### config.mk
export PLATFORM = sky130hd
export DESIGN_NAME = elevator_scan_controller
export DESIGN_NICKNAME = d
export VERILOG_FILES = /design/src/rtl/elevator_scan_controller_pkg.sv /design/src/rtl/elevator_timer.sv /design/src/rtl/elevator_scan_controller.sv
export SDC_FILE = /design/constraint.sdc
export NUM_CORES = 1
export LEC_CHECK = 0
export ABC_AREA = 1
export CORE_ASPECT_RATIO = 2
export CORE_MARGIN = 1
export CORE_UTILIZATION = 50
export CTS_CLUSTER_DIAMETER = 80
export CTS_CLUSTER_SIZE = 24
export DETAILED_ROUTE_END_ITERATION = 8
export PLACE_DENSITY_LB_ADDON = 0.2
export SETUP_SLACK_MARGIN = 0.3
export SYNTH_ARGS = -nofsm -noshare
export SYNTH_HDL_FRONTEND = slang
export SYNTH_SLANG_ARGS = --single-unit
### constraint.sdc
create_clock -name clk -period 7.4 [get_ports clk]
set_input_delay 1.11 -clock clk [delete_from_list [all_inputs] [get_ports clk]]
set_output_delay 1.11 -clock clk [all_outputs]
set_load 0.05 [all_outputs]
### src/rtl/elevator_scan_controller_pkg.sv
// Shared state encodings and parameter defaults for the SCAN elevator controller.
package elevator_scan_controller_pkg;

  localparam logic [1:0] ST_IDLE      = 2'd0;
  localparam logic [1:0] ST_MOVE_UP   = 2'd1;
  localparam logic [1:0] ST_MOVE_DOWN = 2'd2;
  localparam logic [1:0] ST_DOOR_OPEN = 2'd3;

  localparam int unsigned DEF_N_FLOORS      = 5;
  localparam int unsigned DEF_TRAVEL_CYCLES = 4;
  localparam int unsigned DEF_DOOR_CYCLES   = 6;

endpackage

### src/rtl/elevator_timer.sv
// Width-parametrised up-counter; tc flags the last count before wrap (count == limit-1).
module elevator_timer #(
  parameter int unsigned W = 4
) (
  input  logic         clk,
  input  logic         reset,
  input  logic         clear,
  input  logic         enable,
  input  logic [W-1:0] limit,
  output logic         tc
);

  logic [W-1:0] count;

  assign tc = (count == limit - 1'b1);

  always_ff @(posedge clk or negedge reset) begin
    if (!reset) begin
      count <= '0;
    end else if (clear) begin
      count <= '0;
    end else if (enable) begin
      count <= tc ? '0 : count + 1'b1;
    end
  end

endmodule

### src/rtl/elevator_scan_controller.sv
// N-floor SCAN elevator controller: request latch, ahead/behind reduction, motion/door FSM.
module elevator_scan_controller
  import elevator_scan_controller_pkg::*;
#(
  parameter  int unsigned N_FLOORS      = DEF_N_FLOORS,
  parameter  int unsigned TRAVEL_CYCLES = DEF_TRAVEL_CYCLES,
  parameter  int unsigned DOOR_CYCLES   = DEF_DOOR_CYCLES,
  localparam int unsigned FW            = $clog2(N_FLOORS)
) (
  input  logic                clk,
  input  logic                reset,
  input  logic [N_FLOORS-1:0] hall_btn,
  input  logic [N_FLOORS-1:0] car_btn,
  input  logic                hold,
  output logic [FW-1:0]       cur_floor,
  output logic                motor_up,
  output logic                motor_down,
  output logic                door_open,
  output logic                dir_up,
  output logic [N_FLOORS-1:0] pending,
  output logic                busy
);

  localparam int unsigned MAXC = (TRAVEL_CYCLES > DOOR_CYCLES) ? TRAVEL_CYCLES : DOOR_CYCLES;
  localparam int unsigned TW   = $clog2(MAXC + 1);

  function automatic logic any_above(input logic [N_FLOORS-1:0] v, input logic [FW-1:0] f);
    any_above = 1'b0;
    for (int unsigned i = 0; i < N_FLOORS; i++) begin
      if (i > 32'(f) && v[i]) any_above = 1'b1;
    end
  endfunction

  function automatic logic any_below(input logic [N_FLOORS-1:0] v, input logic [FW-1:0] f);
    any_below = 1'b0;
    for (int unsigned i = 0; i < N_FLOORS; i++) begin
      if (i < 32'(f) && v[i]) any_below = 1'b1;
    end
  endfunction

  logic [1:0]          state, next_state;
  logic [FW-1:0]       floor_next;
  logic                dir_next;
  logic                restart;
  logic                tc;
  logic                timer_clear;
  logic [TW-1:0]       limit;
  logic [N_FLOORS-1:0] clr_mask;
  logic [N_FLOORS-1:0] pending_next;

  always_comb begin
    next_state = state;
    floor_next = cur_floor;
    dir_next   = dir_up;
    restart    = 1'b0;
    case (state)
      ST_IDLE: begin
        if (pending[cur_floor]) begin
          next_state = ST_DOOR_OPEN;
        end else if (any_above(pending, cur_floor) &&
                     (dir_up || !any_below(pending, cur_floor))) begin
          next_state = ST_MOVE_UP;
          dir_next   = 1'b1;
        end else if (any_below(pending, cur_floor)) begin
          next_state = ST_MOVE_DOWN;
          dir_next   = 1'b0;
        end
      end
      // Arrival decisions look at the floor being entered, not the one being left.
      ST_MOVE_UP: begin
        if (tc) begin
          floor_next = cur_floor + 1'b1;
          if (pending[floor_next])                 next_state = ST_DOOR_OPEN;
          else if (!any_above(pending, floor_next)) next_state = ST_IDLE;
        end
      end
      ST_MOVE_DOWN: begin
        if (tc) begin
          floor_next = cur_floor - 1'b1;
          if (pending[floor_next])                 next_state = ST_DOOR_OPEN;
          else if (!any_below(pending, floor_next)) next_state = ST_IDLE;
        end
      end
      ST_DOOR_OPEN: begin
        restart = hold | hall_btn[cur_floor] | car_btn[cur_floor];
        if (tc && !restart) next_state = ST_IDLE;
      end
      default: next_state = ST_IDLE;
    endcase
  end

  always_comb begin
    clr_mask = '0;
    if (state == ST_DOOR_OPEN || next_state == ST_DOOR_OPEN) clr_mask[floor_next] = 1'b1;
    pending_next = (pending | hall_btn | car_btn) & ~clr_mask;
  end

  assign limit       = (state == ST_DOOR_OPEN) ? TW'(DOOR_CYCLES) : TW'(TRAVEL_CYCLES);
  assign timer_clear = (state == ST_IDLE) || (next_state != state) || restart;

  elevator_timer #(.W(TW)) u_timer (
    .clk    (clk),
    .reset  (reset),
    .clear  (timer_clear),
    .enable (state != ST_IDLE),
    .limit  (limit),
    .tc     (tc)
  );

  // Outputs are decoded from next-state values so every port is a flop.
  always_ff @(posedge clk or negedge reset) begin
    if (!reset) begin
      state      <= ST_IDLE;
      cur_floor  <= '0;
      dir_up     <= 1'b1;
      pending    <= '0;
      motor_up   <= 1'b0;
      motor_down <= 1'b0;
      door_open  <= 1'b0;
      busy       <= 1'b0;
    end else begin
      state      <= next_state;
      cur_floor  <= floor_next;
      dir_up     <= dir_next;
      pending    <= pending_next;
      motor_up   <= (next_state == ST_MOVE_UP);
      motor_down <= (next_state == ST_MOVE_DOWN);
      door_open  <= (next_state == ST_DOOR_OPEN);
      busy       <= (next_state != ST_IDLE) || (|pending_next);
    end
  end

endmodule

==> out/qor.yml, run 1 <==
tightest_slew_ns: 0.852
final.min_clock_period_ns: 3.12
r2r-end: "busy"
comb_power_share: 0.487
synth_edf_count: 0
reg2reg_from: "cur_floor[0]"
hp-class: "flip-flop to flip-flop"
postSynthNetCount: 276
ys_async_sr_fraction: 1.00
min_from: "u_timer.count[0]"
finClkSkew_ns: 0.00355
cts_tree: "done"
drv_slew: 0
grt_pass1_wl_mm: 6.55
core_area_sq_um: 3010
switching_share: 0.453
max_stage_delay_ns: 0.75
syn_area_sq_um: 1600
most-common-layout-cells: "nand2_1, inv_1, nor2_1, nand3_1, clkdlybuf4s50_1"
cpMaxStageDelayCell: "dfrtp_1"
syn_avg_cell_area_sq_um: 6.36
postCtsSetupRepairBufs: 0
critPathBufInv: 1
n_fill_cell: 297
dr_total_vias: 1617
max_slew_margin: 0.430
first_global_vias: 1591
critical_path_class: "flip-flop to flip-flop"
port_buffers: 25
finalSetupViolations: 0
wirelength_mm: 4.01
multi_input_area_sq_um: 932
yosysSeqAreaShare: 0.283
first_iter_violations: 18
yosysUniqueCellTypes: 31
p_int_uw: 227
routedWlPerCell_um: 13.1
leakagePower_nw: 1.03
rrSetupSlack_ns: 4.28
drc: 0
syn_inst: 251
cp_num_cells: 17
post-route-util: 0.635
cts_repair_resize_count: 0
drt-pass1-iter-count: 4
die_area_sq_um: 3430
die_h_um: 81.9
place_area_sq_um: 1860
cp_common_cell: "nand2_1"
required_ns: 7.55
die_x_um: 41.9
layout.nets: 303
h-tree-depth: 1
grt_max_degree: 20
clkPwrFrac: 0.199
design_area_sq_um: 1910
p_switching_uw: 188
ios: 26
cts_hold_buffers: 0
synth_top_flop_cell: "dfrtp_1"
grt-ovfl-total: 0
start_util: 0.529
final-hold-violation-count: 0
max_freq_mhz: 320
clkLatencyLatePin_ns: 0.26
critPathLaunchType: "flip-flop"
path_cells: "inv_2 > ha_1 > nand3_2 > a21oi_2 > nand3_1 > nand2_1 > nand2_1 > nand2_1 > nor2_2 > a21oi_4 > nand3_2 > nand2_2 > nand2_1 > nand2_1 > nand2_1 > nor2_1 > nand2_1"
drive_gt1_frac: 0.0758
layout_commonest_cell: "nand2_1"
worstSetupStartpoint: "cur_floor[0]"
viasPerCell: 5.27
yosys_register_bits: 18
post-dp-hpwl_mm: 3.23
clockBufferDepth: 2
status: "complete, no violations"
clock_sinks: 18
maxCapViolCount: 0
irDropWorstVdd_v: 0.000169
cp_max_fo: 19
rr_worst_depth: 17
crit_path_end_kind: "flip-flop"
antenna_found_initial: 0
rsz0062_at_grt: "false"
clk_pin_slew_ns: 0.07
critical_path.top_delay_family: "simple AND/OR/NAND/NOR gates"
yosysWarnings: 0
regArea_sq_um: 452
globalplace.congestion: 0.993
row_count: 28
area_growth_pct: 20.0
root_buffer: "clkbuf_8"
critPathArrivalTime_ns: 3.28
insertedDiodeCount: 0
p_per_area_nw_per_um2: 216
cp-endpoint: "busy"
finalCritPeriodShare: 0.422
numCtsBuffers: 3
grt_usage: 0.250
drtAntennaViolNets: 0
finalSetupTns_ns: 0
power_frac_seq: 0.313
## per-layer routing
| metal | vias to the layer above | part of all wire | wire length [um] | GRT usage |
|---|---|---|---|---|
| met3 | 13 | 0.021 | 83 | 0.0154 |
| met5 | - | 0 | 0 | 0 |
| li1 | 834 | - | - | - |
| met2 | 35 | 0.57 | 2270 | 0.498 |
| met4 | 0 | 0.035 | 139 | 0.161 |
| met1 | 735 | 0.38 | 1520 | 0.237 |
## synth_stat cells (2+ instances only)
master | count | area share
inv_1 | 45 | 0.11
inv_2 | 5 | 0.012
nand3_2 | 2 | 0.013
nor2_1 | 29 | 0.068
o21ai_1 | 3 | 0.0094
nor3_2 | 2 | 0.013
o21ai_0 | 8 | 0.025
nor2_2 | 2 | 0.0078
nand3_1 | 25 | 0.078
o22ai_1 | 3 | 0.012
dfrtp_1 | 17 | 0.27
a21oi_1 | 11 | 0.035
ha_1 | 12 | 0.094
nand2_1 | 69 | 0.16
nand2_2 | 2 | 0.0078
## state kept, by name, summed over array words and instances, names as in the netlist
| name | count |
|---|---|
| u_timer.count | 3 |
| pending | 5 |
| door_open | 1 |
| motor_up | 1 |
| state | 2 |
| dir_up | 1 |
| motor_down | 1 |
| busy | 1 |
| cur_floor | 3 |
## cell type report
cell class              instances  area share
multi-input cells             180       0.487
clock buffers                   4      0.0288
flip-flops and latches         18       0.236
repair buffers                 25       0.131
inverters                      50      0.0980
well taps                      30      0.0196
## kinds of logic after synthesis
kind of cell / synth area share
fa+ha+maj: 0.0941
xor+xnor: 0.0110
buf+inv: 0.133
flops: 0.283
simple gates: 0.373
compound gates: 0.106
## worst min path at each step
stage          slack [ns]  depth (start not counted)          endpoint
2_1_floorplan        0.45                          1  u_timer.count[0]
3_3_place_gp         0.48                          1  u_timer.count[0]
3_5_place_dp         0.49                          1  u_timer.count[0]
4_1_cts              0.52                          1  u_timer.count[0]
5_1_grt              0.55                          1  u_timer.count[0]
6_report             0.51                          1  u_timer.count[0]
## power groups by stage
stage / Sequential [mW] / Combinational (mW) / Clock, mW
5_1_grt: 0.132 / 0.225 / 0.0865
6_report: 0.130 / 0.202 / 0.0825
3_3_place_gp: 0.131 / 0.201 / 0
2_1_floorplan: 0.151 / 0.124 / 0
4_1_cts: 0.129 / 0.203 / 0.0842
3_5_place_dp: 0.131 / 0.202 / 0
## stage by stage
| step | total power, mW | hold WS, ns | setup slack (ns) | instances |
|---|---|---|---|---|
| finish | 0.414 | 0.512 | 4.28 | 307 |
| global route | 0.443 | 0.555 | 4.05 | 307 |
| CTS | 0.416 | 0.523 | 4.31 | 307 |
| detailed placement | 0.333 | 0.491 | 4.26 | 303 |
| global placement | 0.332 | 0.483 | 4.30 | 303 |
| floorplan | 0.275 | 0.454 | 4.53 | 251 |
Note: power is estimated with default switching activity, not from simulation.
==> run 2, diff against run 1 <==
==> constraint.sdc (replaced) <==
create_clock -name clk -period 3.2 [get_ports clk]
set_input_delay 0.48 -clock clk [delete_from_list [all_inputs] [get_ports clk]]
set_output_delay 0.48 -clock clk [all_outputs]
set_load 0.05 [all_outputs]
==> out/qor.yml, run 2 (synthesis gave the netlist of run 1 again) <==
h-tree-depth: 1  # unchanged
met3_usage: 0.0198  # was 0.0154
regMostFlops: "pending"  # unchanged
drv_slew: 0  # unchanged
path_cells: "inv_2 > ha_1 > inv_2 > nand3_1 > or2_0 > nand3_1 > a21oi_1 > nand3_1 > nand2_1 > a21oi_4 > nand3_2 > nand2_2 > nand2_1 > nand2_1 > nand2_1 > nor2_1 > nand2_1"  # was inv_2 > ha_1 > nand3_2 > a21oi_2 > nand3_1 > nand2_1 > nand2_1 > nand2_1 > nor2_2 > a21oi_4 > nand3_2 > nand2_2 > nand2_1 > nand2_1 > nand2_1 > nor2_1 > nand2_1
max_freq_mhz: 382  # was 320 MHz
routedWlPerCell_um: 12.7  # was 13.1 um
post-dp-hpwl_mm: 3.24  # was 3.23 mm
tightest_slew_ns: 0.806  # was 0.852 ns
antenna_found_initial: 0  # unchanged
viasPerCell: 5.27  # about the same
drtAntennaViolNets: 0  # unchanged
comb_power_share: 0.490  # was 0.487
rsz0062_at_grt: "false"  # unchanged
die_h_um: 81.9  # unchanged
worstSetupStartpoint: "cur_floor[1]"  # was cur_floor[0]
clk_pin_slew_ns: 0.07  # about the same
min_from: "u_timer.count[0]"  # unchanged
grt_max_degree: 19  # was 20
busiest_layer: "met2"  # unchanged
max_stage_delay_ns: 0.46  # was 0.75 ns
globalplace.congestion: 0.981  # was 0.993
max_slew_margin: 0.461  # was 0.430
numCtsBuffers: 3  # unchanged
p_per_area_nw_per_um2: 496  # was 216 nW/um^2
p_switching_uw: 428  # was 188 uW
largest_register_ff_count: 5  # unchanged
root_buffer: "clkbuf_8"  # unchanged
layout_commonest_cell: "nand2_1"  # unchanged
design_area_sq_um: 1920  # was 1910 sq um
ios: 26  # unchanged
cts_tree: "done"  # unchanged
core_area_sq_um: 3010  # unchanged
first_iter_violations: 53  # was 18
switching_share: 0.450  # was 0.453
finalSetupTns_ns: 0  # unchanged
cp_max_fo: 10  # was 19
critPathLaunchType: "flip-flop"  # unchanged
port_buffers: 25  # unchanged
finalCritPeriodShare: 0.819  # was 0.422
die_area_sq_um: 3430  # unchanged
die_x_um: 41.9  # unchanged
final-hold-violation-count: 0  # unchanged
hp-class: "flip-flop to flip-flop"  # unchanged
critical_path_class: "flip-flop to flip-flop"  # unchanged
grt_use_met2: 0.477  # was 0.498
start_util: 0.529  # unchanged
grt_usage: 0.250  # about the same
clockBufferDepth: 2  # unchanged
maxCapViolCount: 0  # unchanged
finalSetupViolations: 0  # unchanged
place_area_sq_um: 1870  # was 1860 sq um
insertedDiodeCount: 0  # unchanged
worst_slack_ns: 0.580  # was 4.28 ns
critical_path.top_delay_family: "simple AND/OR/NAND/NOR gates"  # unchanged
critPathArrivalTime_ns: 2.77  # was 3.28 ns
clock_sinks: 18  # unchanged
final.min_clock_period_ns: 2.62  # was 3.12 ns
clkLatencyLatePin_ns: 0.26  # about the same
dr_total_vias: 1624  # was 1617
p_int_uw: 524  # was 227 uW
drt-pass1-iter-count: 4  # unchanged
clkPwrFrac: 0.196  # was 0.199
reg2reg_from: "cur_floor[1]"  # was cur_floor[0]
reg_top3: "pending: 5 flops, cur_floor: 3 flops, u_timer.count: 3 flops"  # unchanged
first_global_vias: 1528  # was 1591
area_growth_pct: 20.5  # was 20.0%
status: "complete, no violations"  # unchanged
most-common-layout-cells: "nand2_1, inv_1, nor2_1, nand3_1, clkdlybuf4s50_1"  # unchanged
use_met1: 0.251  # was 0.237
power.total_uw: 953  # was 414 uW
dpl_worst_slack_ns: 0.579  # was 4.26 ns
wirelength_mm: 3.92  # was 4.01 mm
row_count: 28  # unchanged
grt_pass1_wl_mm: 6.39  # was 6.55 mm
critPathBufInv: 2  # was 1
power_frac_seq: 0.314  # was 0.313
irDropWorstVdd_v: 0.000340  # was 0.000169 V
cp_common_cell: "nand2_1"  # unchanged
leakagePower_nw: 1.03  # about the same
drc: 0  # unchanged
layout.nets: 304  # was 303
drive_gt1_frac: 0.0827  # was 0.0758
crit_path_end_kind: "flip-flop"  # unchanged
cpMaxStageDelayCell: "dfrtp_2"  # was dfrtp_1
required_ns: 3.35  # was 7.55 ns
cts_hold_buffers: 0  # unchanged
grt-ovfl-total: 0  # unchanged
finClkSkew_ns: 0.00224  # was 0.00355 ns
## run 2: cell types whose count changed in the layout (fill, tap and decap cells not counted)
| cell | previous run | this run |
|---|---|---|
| dfrtp_1 | 17 | 16 |
| buf_4 | 0 | 1 |
| dfrtp_2 | 0 | 1 |
## run 2: per-stage QoR
step	hold slack [ns]	util	std cells
after floorplan	0.184	-	251
after global placement	0.484	0.620	304
after detailed placement	0.489	0.620	304
after CTS	0.499	0.638	308
after global routing	0.510	0.638	308
final	0.492	0.638	308
## run 2: timing repair
item,in CTS,in global routing
buffers inserted,0,0
endpoints found under the setup margin,0,1
gates resized for setup,0,1
endpoints found under the hold margin,0,0
## run 2: final cells by class
class	instances	area, sq um
multi-input combinational	180	932
tap	30	37.5
inverter	50	188
clock buffer	4	55.1
fill	298	1090
sequential	18	453
timing repair buffer	26	258
## run 2: power groups by stage
stage	sequential (mW)	combinational (mW)	clock [mW]
after global routing	0.301	0.515	0.196
final	0.299	0.467	0.187
after detailed placement	0.303	0.463	0
after global placement	0.302	0.463	0
after CTS	0.298	0.465	0.192
after floorplan	0.348	0.287	0
## run 2: metal layers
metal / vias to the layer above / routed length, um
met1: 722 / 1490
met5: - / 0
li1: 836 / -
met2: 46 / 2110
met3: 20 / 96
met4: 0 / 226
## run 2: worst paths after layout
check | end | slack (ns) | depth (start not counted)
max reg2reg | busy | 0.58 | 17
min | u_timer.count[0] | 0.49 | 1
min in group asynchronous | pending[1] | 0.69 | 1
min reg2reg | u_timer.count[0] | 0.49 | 1
max in group asynchronous | cur_floor[1] | 1.96 | 1
max | busy | 0.58 | 17
## run 2: worst reg2reg max path: stages, from the launching register on
cell     delay [ns]
dfrtp_2        0.46
inv_2          0.16
ha_1           0.37
inv_2          0.12
nand3_1        0.10
or2_0          0.22
nand3_1        0.09
a21oi_1        0.09
nand3_1        0.07
nand2_1        0.08
a21oi_4        0.20
nand3_2        0.11
nand2_2        0.11
nand2_1        0.06
nand2_1        0.08
nand2_1        0.05
nor2_1         0.10
nand2_1        0.05
==> patch 1 (flow settings as in run 2) <==
Make the reset (`reset`) synchronous in 2 clocked blocks.
--- a/src/rtl/elevator_timer.sv
+++ b/src/rtl/elevator_timer.sv
@@ -14,7 +14,7 @@
 
   assign tc = (count == limit - 1'b1);
 
-  always_ff @(posedge clk or negedge reset) begin
+  always_ff @(posedge clk) begin
     if (!reset) begin
       count <= '0;
     end else if (clear) begin
--- a/src/rtl/elevator_scan_controller.sv
+++ b/src/rtl/elevator_scan_controller.sv
@@ -108,7 +108,7 @@
   );
 
   // Outputs are decoded from next-state values so every port is a flop.
-  always_ff @(posedge clk or negedge reset) begin
+  always_ff @(posedge clk) begin
     if (!reset) begin
       state      <= ST_IDLE;
       cur_floor  <= '0;
Check against the original RTL: differs if reset is asserted again (counterexample within 4 cycles, from zero or initial values and one cycle with reset low); with reset held inactive, the same outputs for 10 cycles.
==> patch 1 against run 2 <==
- routed wire length up 8.7%
- sequential cell count unchanged
- die area down 1.2%
- design area down 1.8%
- power up 24%
- setup slack better by 0.028 ns
- count of clock-buffer cells in the layout unchanged
- synthesized cell count up 6.4%
- synthesized area down 1.3%
- via count up 7.3%
- global-route usage up 1.1 points
==> patch 1: results <==
[run_status]
outcome = finished, final reports clean

[setup_path]
crit_fanout = 7
arrival_ns = 2.73
rr_worst_depth = 16
worstReg2RegStart = state[0]

[route]
wl_per_cell_um = 13.3
drt_iter0_drc = 51
drt_wl_total_um = 4260

[yosys]
yosysSeqAreaShare_pct = 22.9
syn-num-nets = 292
async_reset_ff_share_pct = 0
synth_top_area_share_pct = 22.9
synth_common_cells = nand2_1 (79), nand3_1 (34), nor2_1 (34)
yosys.cell_types.count = 32
synth_area_per_cell_sq_um = 5.90
ys_top_cells_by_area = dfxtp_1 (23%), nand2_1 (19%), nand3_1 (11%)

[place]
dp_slack_ns = 0.530
dp_hpwl_um = 3520
placed_cell_area_sq_mm = 0.00183

[global_route]
grt_max_degree = 22
grt_usage_pct = 26.1
grt_pass1_wl_um = 6840
grt_pass1_vias = 1628

[sta]
fin_skew_ns = 0.00131
tightest_slew_ns = 0.516

[min_path]
min-delay-start = dir_up
whs_path_depth = 2

[layout]
drive_gt1_share_pct = 6.53

[pwr]
ir_drop_mv = 0.606
p_leak_nw = 0.965

[cts]
cts_max_path_buffers = 2
## patch 1: cell types whose count changed after synthesis, moves of 3 or more
cell and change:
dfxtp_1 +18, dfrtp_1 -17, inv_1 -13, nand2_1 +10, nand3_1 +9, nor2_1 +5
a21oi_1 -3, buf_4 +3, nor3_1 +3
## patch 1: area by class of cell
cell class / instances / area (sq um)
Clock buffer: 4 / 55.1
Tap cell: 30 / 37.5
Timing Repair Buffer: 26 / 258
Sequential cell: 18 / 362
Multi-Input combinational cell: 206 / 1040
Inverter: 37 / 139
Fill cell: 298 / 1090
## patch 1: power breakdown
part	total, W	switching, W	leakage (nW)	internal, W
sequential	0.000312	0.0000428	0.149	0.000270
combinational	0.000687	0.000462	0.787	0.000226
clock	0.000185	0.0000757	0.0288	0.000109
total	0.00118	0.000580	0.965	0.000605
## patch 1: layer usage
layer	wire (um)	up-vias	global-route usage [%]
li1	-	891	-
met4	244	0	16.5
met2	2350	49	51.9
met1	1540	784	24.3
met3	124	19	2.44
met5	0	-	0
## patch 1: path summary, 6_finish.rpt
kind	end	slack [ns]
setup reg to reg	busy	0.61
hold / removal	dir_up	0.53
setup / recovery	busy	0.61
hold reg to reg	dir_up	0.53
## patch 1: cell families after synthesis
logic type	after synthesis	synth area share [%]
simple gates	165	45.0
flops	18	22.9
compound gates	26	9.69
buf+inv	43	11.2
fa+ha+maj	12	9.53
xor+xnor	3	1.67
## patch 1: stage by stage
step	hold WS, ns	util (%)
after floorplan	0.545	-
after global placement	0.521	61.6
after detailed placement	0.517	61.6
after CTS	0.530	63.4
after global routing	0.560	63.4
final	0.533	63.4
## patch 1: worst register-to-register path: cells and delay by family, from the launching register on
kind | cells | cell delay [ns]
AO/OA/AOI/OAI | 2 | 0.46
flip-flops | 1 | 0.45
AND/OR/NAND/NOR | 10 | 0.96
buffers and inverters | 3 | 0.39
adder cells (fa/ha/maj) | 1 | 0.23
==> patch 2 (settings of run 2) <==
Without the edit above. `DEF_N_FLOORS`: 5 -> 6.
--- a/src/rtl/elevator_scan_controller_pkg.sv
+++ b/src/rtl/elevator_scan_controller_pkg.sv
@@ -6,7 +6,7 @@
   localparam logic [1:0] ST_MOVE_DOWN = 2'd2;
   localparam logic [1:0] ST_DOOR_OPEN = 2'd3;
 
-  localparam int unsigned DEF_N_FLOORS      = 5;
+  localparam int unsigned DEF_N_FLOORS      = 6;
   localparam int unsigned DEF_TRAVEL_CYCLES = 4;
   localparam int unsigned DEF_DOOR_CYCLES   = 6;
 
Interface: changed (resized car_btn, hall_btn and pending); port bits go from 26 to 29. The function was not compared with the original's and may differ.
==> patch 2 against run 2 <==
- the flow now finishes with violations (design-rule violations)
- critical path type unchanged
- critical endpoint unchanged
- sequential cell count increased by 1
- final cell count is 12% higher
- synthesized area rose by 12%
- design area is 11% higher
- global-route usage up 2.1 points
- routed wire length increased by 17%
- largest cell class unchanged
- setup slack gained 0.040 ns
Power is not compared: it rests on default switching activity, and its combinational part moved more than twofold at a synthesized area within 25%.
==> patch 2: results <==
[global_route]
grt_pass1_vias = 1784
grt_pass1_wl_um = 7770
grt_max_degree = 20
grt_util_met3_pct = 3.33
grt_use_met1_pct = 28.8
grt_usage_pct = 27.1
met2_usage_pct = 47.6

[layout]
bufAreaShareNonClock_pct = 13.4
seq-cell-share_pct = 22.3
largestRegisters = pending x6, cur_floor x3, u_timer.count x3
multi_input_cells = 197
fillers = 329
inverters = 49
drive_gt1_share_pct = 14.8

[route]
drc_errors = 1
vias = 1745
firstDrtPassIters = 6
drt_wl_total_um = 4570

[yosys]
ys_top_cells_by_area = dfrtp_1 (25%), nand2_1 (17%), ha_1 (8.4%)
synth-xor-area-share_pct = 0.981
synth-compound-area-share_pct = 12.1
yosys.area_share.adder_pct = 8.41
syn-num-nets = 296
yosys.cell_types.count = 34

[sta]
holdWs_ns = 0.477
max_slew_margin_pct = 42.7

[place]
portBuffers = 28
gp_congestion = 0.956
dp_slack_ns = 0.508

[setup_path]
rr_worst_depth = 18

[run_status]
violations = design-rule violations
outcome = complete, but fails checks
patch 2: cell count changes after synthesis, moves of 3 or more:
cell             run 2  this run
nand3_1             25        21
o21ai_2              0         3
nand2_2              2        10
nor2_1              29        21
a21oi_1             11         7
o211ai_1             0         3
nor3_1               1         5
inv_2                5         8
o21ai_1              3         7
inv_1               45        39
nand2_1             69        81
o21ai_0              8         5
patch 2: worst max-delay path: stages (launching register included):
cell	delay, ns
dfrtp_2	0.49
inv_2	0.11
ha_1	0.39
inv_1	0.17
nand2_1	0.08
nand3_1	0.07
a21oi_1	0.08
nand2_1	0.09
nand2_1	0.07
nand3_2	0.08
nand2_2	0.06
a21oi_4	0.22
nand2_2	0.11
nand2_4	0.10
nand2_1	0.06
nand2_1	0.08
nand2_1	0.06
nor2_1	0.09
nand2_1	0.06
patch 2: per-stage QoR:
step / cells / cell area, sq um
after CTS: 346 / 2140
after floorplan: 269 / 1790
final: 346 / 2140
after detailed placement: 342 / 2090
after global placement: 342 / 2090
after global routing: 346 / 2140
